--- config.mk ---
export PLATFORM = sky130hd
export DESIGN_NAME = dmem_responder_flat
export DESIGN_NICKNAME = d
export VERILOG_FILES = /design/src/rtl/dmem_pkg.sv /design/src/rtl/dmem_if.sv /design/src/rtl/dmem_bank.sv /design/src/rtl/dmem_responder.sv /design/src/flat_wrapper.sv
export SDC_FILE = /design/constraint.sdc
export NUM_CORES = 2
export LEC_CHECK = 0
export CAP_MARGIN = 0
export CORE_UTILIZATION = 40
export CTS_CLUSTER_DIAMETER = 80
export DETAILED_ROUTE_END_ITERATION = 8
export HOLD_SLACK_MARGIN = 0.02
export SYNTH_ARGS = -nofsm -noshare
export SYNTH_HDL_FRONTEND = slang
export SYNTH_SLANG_ARGS = --single-unit
--- constraint.sdc ---
create_clock -name clk -period 4.5 [get_ports clk]
set_input_delay 0.675 -clock clk [delete_from_list [all_inputs] [get_ports clk]]
set_output_delay 0.675 -clock clk [all_outputs]
set_load 0.05 [all_outputs]
--- src/rtl/dmem_pkg.sv ---
// Shared types and constants for the data-memory responder.
package dmem_pkg;

  typedef enum logic [1:0] {IDLE, WAIT, RESP} state_t;

  localparam int BE_W       = 4;
  localparam int WORD_BYTES = 4;
  localparam int STAT_W     = 16;

endpackage

--- src/rtl/dmem_if.sv ---
// Request/response handshake bundle between the core memory stage and the responder.
interface dmem_if;
  import dmem_pkg::*;

  logic            req_valid;
  logic            req_ready;
  logic [31:0]     req_addr;
  logic            req_we;
  logic [31:0]     req_wdata;
  logic [BE_W-1:0] req_be;
  logic            rsp_valid;
  logic            rsp_ready;
  logic [31:0]     rsp_rdata;
  logic            rsp_err;

  modport master (
    output req_valid, req_addr, req_we, req_wdata, req_be, rsp_ready,
    input  req_ready, rsp_valid, rsp_rdata, rsp_err
  );

  modport slave (
    input  req_valid, req_addr, req_we, req_wdata, req_be, rsp_ready,
    output req_ready, rsp_valid, rsp_rdata, rsp_err
  );

endinterface

--- src/rtl/dmem_bank.sv ---
// Word array with byte-enabled synchronous write and combinational read.
module dmem_bank
  import dmem_pkg::*;
#(
  parameter int DEPTH_WORDS = 128
) (
  input  logic                           clk,
  input  logic                           we,
  input  logic [BE_W-1:0]                be,
  input  logic [$clog2(DEPTH_WORDS)-1:0] addr,
  input  logic [31:0]                    wdata,
  output logic [31:0]                    rdata
);

  logic [31:0] mem [DEPTH_WORDS];

  always_ff @(posedge clk) begin
    if (we) begin
      for (int i = 0; i < BE_W; i++) begin
        if (be[i]) mem[addr][8*i +: 8] <= wdata[8*i +: 8];
      end
    end
  end

  assign rdata = mem[addr];

endmodule

--- src/rtl/dmem_responder.sv ---
// Data-memory responder with programmable wait states and registered responses.
// Optional access statistics counters are enabled by defining DMEM_STATS_EN.
module dmem_responder
  import dmem_pkg::*;
#(
  parameter int DEPTH_WORDS = 128,
  parameter int WAIT_CYCLES = 2
) (
  input  logic              clk,
  input  logic              reset,
  dmem_if.slave             bus
`ifdef DMEM_STATS_EN
  ,
  output logic [STAT_W-1:0] stat_loads,
  output logic [STAT_W-1:0] stat_stores,
  output logic [STAT_W-1:0] stat_errs
`endif
);

  localparam int AW = $clog2(DEPTH_WORDS);
  localparam logic [3:0] WAIT_INIT = (WAIT_CYCLES > 0) ? 4'(WAIT_CYCLES - 1) : 4'd0;

  state_t          state;
  logic [3:0]      wait_cnt;
  logic            ready_q;
  logic            valid_q;
  logic [31:0]     rdata_q;
  logic            err_q;

  logic [31:0]     cap_addr;
  logic [31:0]     cap_wdata;
  logic            cap_we;
  logic [BE_W-1:0] cap_be;

  logic            accept;
  logic            acc_now;
  logic [31:0]     acc_addr;
  logic [31:0]     acc_wdata;
  logic            acc_we;
  logic [BE_W-1:0] acc_be;
  logic            acc_err;
  logic [31:0]     bank_rdata;

  function automatic logic addr_err(input logic [31:0] a);
    return ((a & 32'(WORD_BYTES - 1)) != 32'd0) || ((a >> (AW + 2)) != 32'd0);
  endfunction

  assign accept = bus.req_valid && ready_q;

  // With zero wait states the access uses the request as it is being accepted.
  always_comb begin
    acc_addr  = cap_addr;
    acc_wdata = cap_wdata;
    acc_we    = cap_we;
    acc_be    = cap_be;
    acc_now   = 1'b0;
    if (state == IDLE) begin
      acc_addr  = bus.req_addr;
      acc_wdata = bus.req_wdata;
      acc_we    = bus.req_we;
      acc_be    = bus.req_be;
      acc_now   = accept && (WAIT_CYCLES == 0);
    end else if (state == WAIT) begin
      acc_now   = (wait_cnt == 4'd0);
    end
  end

  assign acc_err = addr_err(acc_addr);

  dmem_bank #(.DEPTH_WORDS(DEPTH_WORDS)) u_bank (
    .clk   (clk),
    .we    (acc_now && acc_we && !acc_err),
    .be    (acc_be),
    .addr  (acc_addr[AW+1:2]),
    .wdata (acc_wdata),
    .rdata (bank_rdata)
  );

  always_ff @(posedge clk) begin
    if (accept) begin
      cap_addr  <= bus.req_addr;
      cap_wdata <= bus.req_wdata;
      cap_we    <= bus.req_we;
      cap_be    <= bus.req_be;
    end
  end

  always_ff @(posedge clk or negedge reset) begin
    if (!reset) begin
      state    <= IDLE;
      wait_cnt <= 4'd0;
      ready_q  <= 1'b1;
      valid_q  <= 1'b0;
      rdata_q  <= 32'd0;
      err_q    <= 1'b0;
    end else begin
      case (state)
        IDLE: begin
          if (accept) begin
            ready_q <= 1'b0;
            if (WAIT_CYCLES == 0) begin
              state   <= RESP;
              valid_q <= 1'b1;
            end else begin
              state    <= WAIT;
              wait_cnt <= WAIT_INIT;
            end
          end
        end
        WAIT: begin
          if (wait_cnt == 4'd0) begin
            state   <= RESP;
            valid_q <= 1'b1;
          end else begin
            wait_cnt <= wait_cnt - 4'd1;
          end
        end
        RESP: begin
          // req_ready comes back one cycle after the response handshake.
          if (bus.rsp_ready) begin
            state   <= IDLE;
            valid_q <= 1'b0;
            ready_q <= 1'b1;
          end
        end
        default: state <= IDLE;
      endcase
      if (acc_now) begin
        rdata_q <= (acc_err || acc_we) ? 32'd0 : bank_rdata;
        err_q   <= acc_err;
      end
    end
  end

  assign bus.req_ready = ready_q;
  assign bus.rsp_valid = valid_q;
  assign bus.rsp_rdata = rdata_q;
  assign bus.rsp_err   = err_q;

`ifdef DMEM_STATS_EN
  function automatic logic [STAT_W-1:0] sat_inc(input logic [STAT_W-1:0] v);
    return (&v) ? v : v + 1'b1;
  endfunction

  always_ff @(posedge clk or negedge reset) begin
    if (!reset) begin
      stat_loads  <= '0;
      stat_stores <= '0;
      stat_errs   <= '0;
    end else if (acc_now) begin
      if (acc_err)     stat_errs   <= sat_inc(stat_errs);
      else if (acc_we) stat_stores <= sat_inc(stat_stores);
      else             stat_loads  <= sat_inc(stat_loads);
    end
  end
`endif

endmodule
--- src/flat_wrapper.sv ---
// flat-port wrapper written by rule: the top's interface ports become plain ports
module dmem_responder_flat import dmem_pkg::*;
#(
  parameter int DEPTH_WORDS = 128,
  parameter int WAIT_CYCLES = 2
)
  (clk, reset, bus_req_valid, bus_req_addr, bus_req_we, bus_req_wdata, bus_req_be, bus_rsp_ready, bus_req_ready, bus_rsp_valid, bus_rsp_rdata, bus_rsp_err);
  dmem_if bus_i ();
  input  logic clk;
  input  logic reset;
  input wire logic [$bits(bus_i.req_valid)-1:0] bus_req_valid;
  input wire logic [$bits(bus_i.req_addr)-1:0] bus_req_addr;
  input wire logic [$bits(bus_i.req_we)-1:0] bus_req_we;
  input wire logic [$bits(bus_i.req_wdata)-1:0] bus_req_wdata;
  input wire logic [$bits(bus_i.req_be)-1:0] bus_req_be;
  input wire logic [$bits(bus_i.rsp_ready)-1:0] bus_rsp_ready;
  output wire logic [$bits(bus_i.req_ready)-1:0] bus_req_ready;
  output wire logic [$bits(bus_i.rsp_valid)-1:0] bus_rsp_valid;
  output wire logic [$bits(bus_i.rsp_rdata)-1:0] bus_rsp_rdata;
  output wire logic [$bits(bus_i.rsp_err)-1:0] bus_rsp_err;
  assign bus_i.req_valid = bus_req_valid;
  assign bus_i.req_addr = bus_req_addr;
  assign bus_i.req_we = bus_req_we;
  assign bus_i.req_wdata = bus_req_wdata;
  assign bus_i.req_be = bus_req_be;
  assign bus_i.rsp_ready = bus_rsp_ready;
  assign bus_req_ready = bus_i.req_ready;
  assign bus_rsp_valid = bus_i.rsp_valid;
  assign bus_rsp_rdata = bus_i.rsp_rdata;
  assign bus_rsp_err = bus_i.rsp_err;
  dmem_responder #(.DEPTH_WORDS(DEPTH_WORDS), .WAIT_CYCLES(WAIT_CYCLES)) u_core (.clk(clk), .reset(reset), .bus(bus_i));
endmodule
==> out/metrics.yaml <==
critPathArrivalTime_ns: 5.44
gp_congestion: 0.9403
place_inst: 16180
fin_worst_skew_ns: 0.07948
synth.avg_cell_area_um2: 15.61
whs_ns: 0.2459
ys_top_cells_by_count: "edfxtp_1, nand2_1, o22ai_1, nor2_1, nand3_1"
drt_pass1_iterations: 6
hpwl_um: 359500
grtUsageTotal_pct: 26.95
detail_route.iter0.violations: 14490
worst_slew_pin_slew_ns: 1.442
yosys.cell_count.top_type: "edfxtp_1"
reg2regPathDepth: 11
grt_pass1_vias: 99980
io_pins: 108
ys_top_cells_by_area: "edfxtp_1, o22ai_1, nand2_1, nor2_1, mux2i_1"
fin_nets: 11440
cts_num_sinks: 4206
netlist_area_um2: 159100
clk_latency_ns: 1.02
synth.distinct_cells: 79
cp_top_family: "compound AO/OA/AOI/OAI gates"
ys_ff_latch: 4206
die_area_um2: 400300
io_buffers: 107
fin_util_pct: 48.18
antenna_left: 0
setup_ws_ns: -0.01100
htree_num_levels: 5
chipWidth_um: 632.7
synth_area_leader_cell: "edfxtp_1"
placed_cell_area_um2: 176800
setup_violations: 1
grt_pass1_wl_um: 768800
grt_setup_unrepaired: "no"
fp.dieH_um: 632.7
drive_above_1_share_pct: 17.61
cp.required_ns: 5.43
clockRootBuffer: "clkbuf_16"
initial_core_util_pct: 40.18
report.final.hold_viol_count: 0
post-place-ws_ns: -0.5227
cp.buffers_inverters: 3
path_clk_slew_ns: 0.06
outcome: "complete, but fails checks"
path_cells: "buf_4, buf_4, o211a_1, nand2_1, a21oi_1, or4_1, o31a_1, o41ai_1, buf_4, o2111ai_1, o21ai_1"
path_max_fanout: 14
startpoint_type: "flop"
rows: 231
cp_slowest_cell: "o41ai_1"
slew_viol_final: 0
max_stage_delay_ns: 0.91
grt_overflow: 0
drv_cap: 0
finalCriticalPeriod_ns: 4.511
synth_edf_count: 4165
irDropWorstVdd_mv: 0.4910
cts_tree: "built"
ys_warn_count: 0
power.leakage_nw: 62.59
postRouteWirelength_um: 554200
routedWlPerCell_um: 32.64
seq_area_frac_synth_pct: 79.25
synthFlopType: "edfxtp_1"
min_period_over_period_pct: 100.2
synth_nets: 10270
grt_max_degree: 129
min_path_cells: 1
final_area_um2: 190800
vias: 103700
path_class: "reg -> reg"
cts_made_buffers: 420
violations: "negative setup slack"
coreArea_um2: 396000
viasPerCell: 6.107
fin_cells: 16980
yosysTopAreaCellShare_pct: 78.60
crit_top_cell: "buf_4"
drc: 0
synthCells: 10190
min_path_type: "in -> reg"
areaGrowthSynthToFinish_pct: 19.90
powerDensity_nw_per_um2: 522.3
clockBufferDepth: 4
antenna_found_initial: 36
max_freq_ghz: 0.2217
async_reset_ff_share_pct: 0.9748
cp.depth: 11
max_slew_margin_pct: 3.470
end_kind: "flop"
[path summary, 6_finish.rpt]
path                                             startpoint                              endpoint  slack (ns)
hold / removal                             bus_req_addr[20]         u_core.cap_addr[20]$_DFFE_PP_        0.25
setup reg to reg                u_core.state[0]$_DFFE_PN0P_  u_core.bus.rsp_rdata[28]$_DFFE_PN0P_       -0.01
setup / recovery                u_core.state[0]$_DFFE_PN0P_  u_core.bus.rsp_rdata[28]$_DFFE_PN0P_       -0.01
hold reg to reg            u_core.bus.req_ready$_DFFE_PN1P_      u_core.bus.req_ready$_DFFE_PN1P_        0.51
min in group asynchronous                             reset        u_core.bus.rsp_err$_DFFE_PN0P_        0.42
max in group asynchronous                             reset  u_core.bus.rsp_rdata[15]$_DFFE_PN0P_        3.32
[layer usage]
| metal | routed length (µm) | vias to the layer above | global-route usage (%) |
|---|---|---|---|
| li1 | - | 42880 | - |
| met5 | 322 | - | 0.3502 |
| met3 | 63990 | 1109 | 6.534 |
| met1 | 206300 | 52930 | 35.45 |
| met4 | 33920 | 22 | 14.48 |
| met2 | 249600 | 6733 | 41.32 |
[kinds of logic after synthesis]
group | count (synthesis) | share of synthesized area [%]
flops | 4206 | 79.25
fa+ha+maj | 2 | 0.01572
buf+inv | 734 | 2.092
simple gates | 2736 | 7.167
mux | 200 | 1.260
compound gates | 2315 | 10.22
[state kept, by name, summed over array words and instances (netlist names)]
signal                flops
u_core.wait_cnt           4
u_core.bus.rsp_valid      1
u_core.bus.req_ready      1
u_core.u_bank.mem      4096
u_core.cap_wdata         32
u_core.bus.rsp_err        1
u_core.cap_addr          32
u_core.cap_we             1
u_core.cap_be             4
u_core.state              2
u_core.bus.rsp_rdata     32
[layout make-up]
type | count | area, µm²
clock inverter | 227 | 2439
inverter | 8 | 30.03
clock buffer | 548 | 11340
tap | 5242 | 6559
timing repair buffer | 1478 | 13980
sequential | 4206 | 126100
antenna | 13 | 32.53
multi-input combinational | 5254 | 30300
fill | 33230 | 205200
[report_power, final]
part / internal [mW] / switching [mW] / leakage (nW)
registers: 45.8 / 0.406 / 38.0
logic: 4.97 / 13.1 / 17.9
clock network: 20.3 / 15.1 / 6.71
[through the flow]
stage                     TNS (ns)  power [mW]
final                     -0.01100       99.65
after floorplan                  0       55.50
after global routing             0       101.8
after CTS                        0       99.46
after detailed placement    -4.518       64.66
after global placement      -3.801       64.37
[repair_timing]
action | 4_1_cts | 5_1_grt
endpoints found under the setup margin | 1 | 2
resized for setup | 2 | 3
setup buffers | 5 | 0
hold buffers | 1 | 0
cloned | 1 | 0
pin swaps | 1 | 0
endpoints found under the hold margin | 40 | 0
[layout by cell type, fill, tap and decap left out, types with 130 or more instances in the layout]
cell,synthesis,final
edfxtp_1,4165,4165
nand2_1,1456,1407
buf_4,43,1162
o22ai_1,987,987
nor2_1,588,583
clkbuf_16,0,429
nand3_1,314,313
nor3_1,243,243
a21oi_1,208,208
buf_12,0,208
mux2i_1,198,195
a31oi_1,163,163
o31ai_1,153,151
a32oi_1,130,130
No activity file was read; power rests on OpenSTA's default activity.
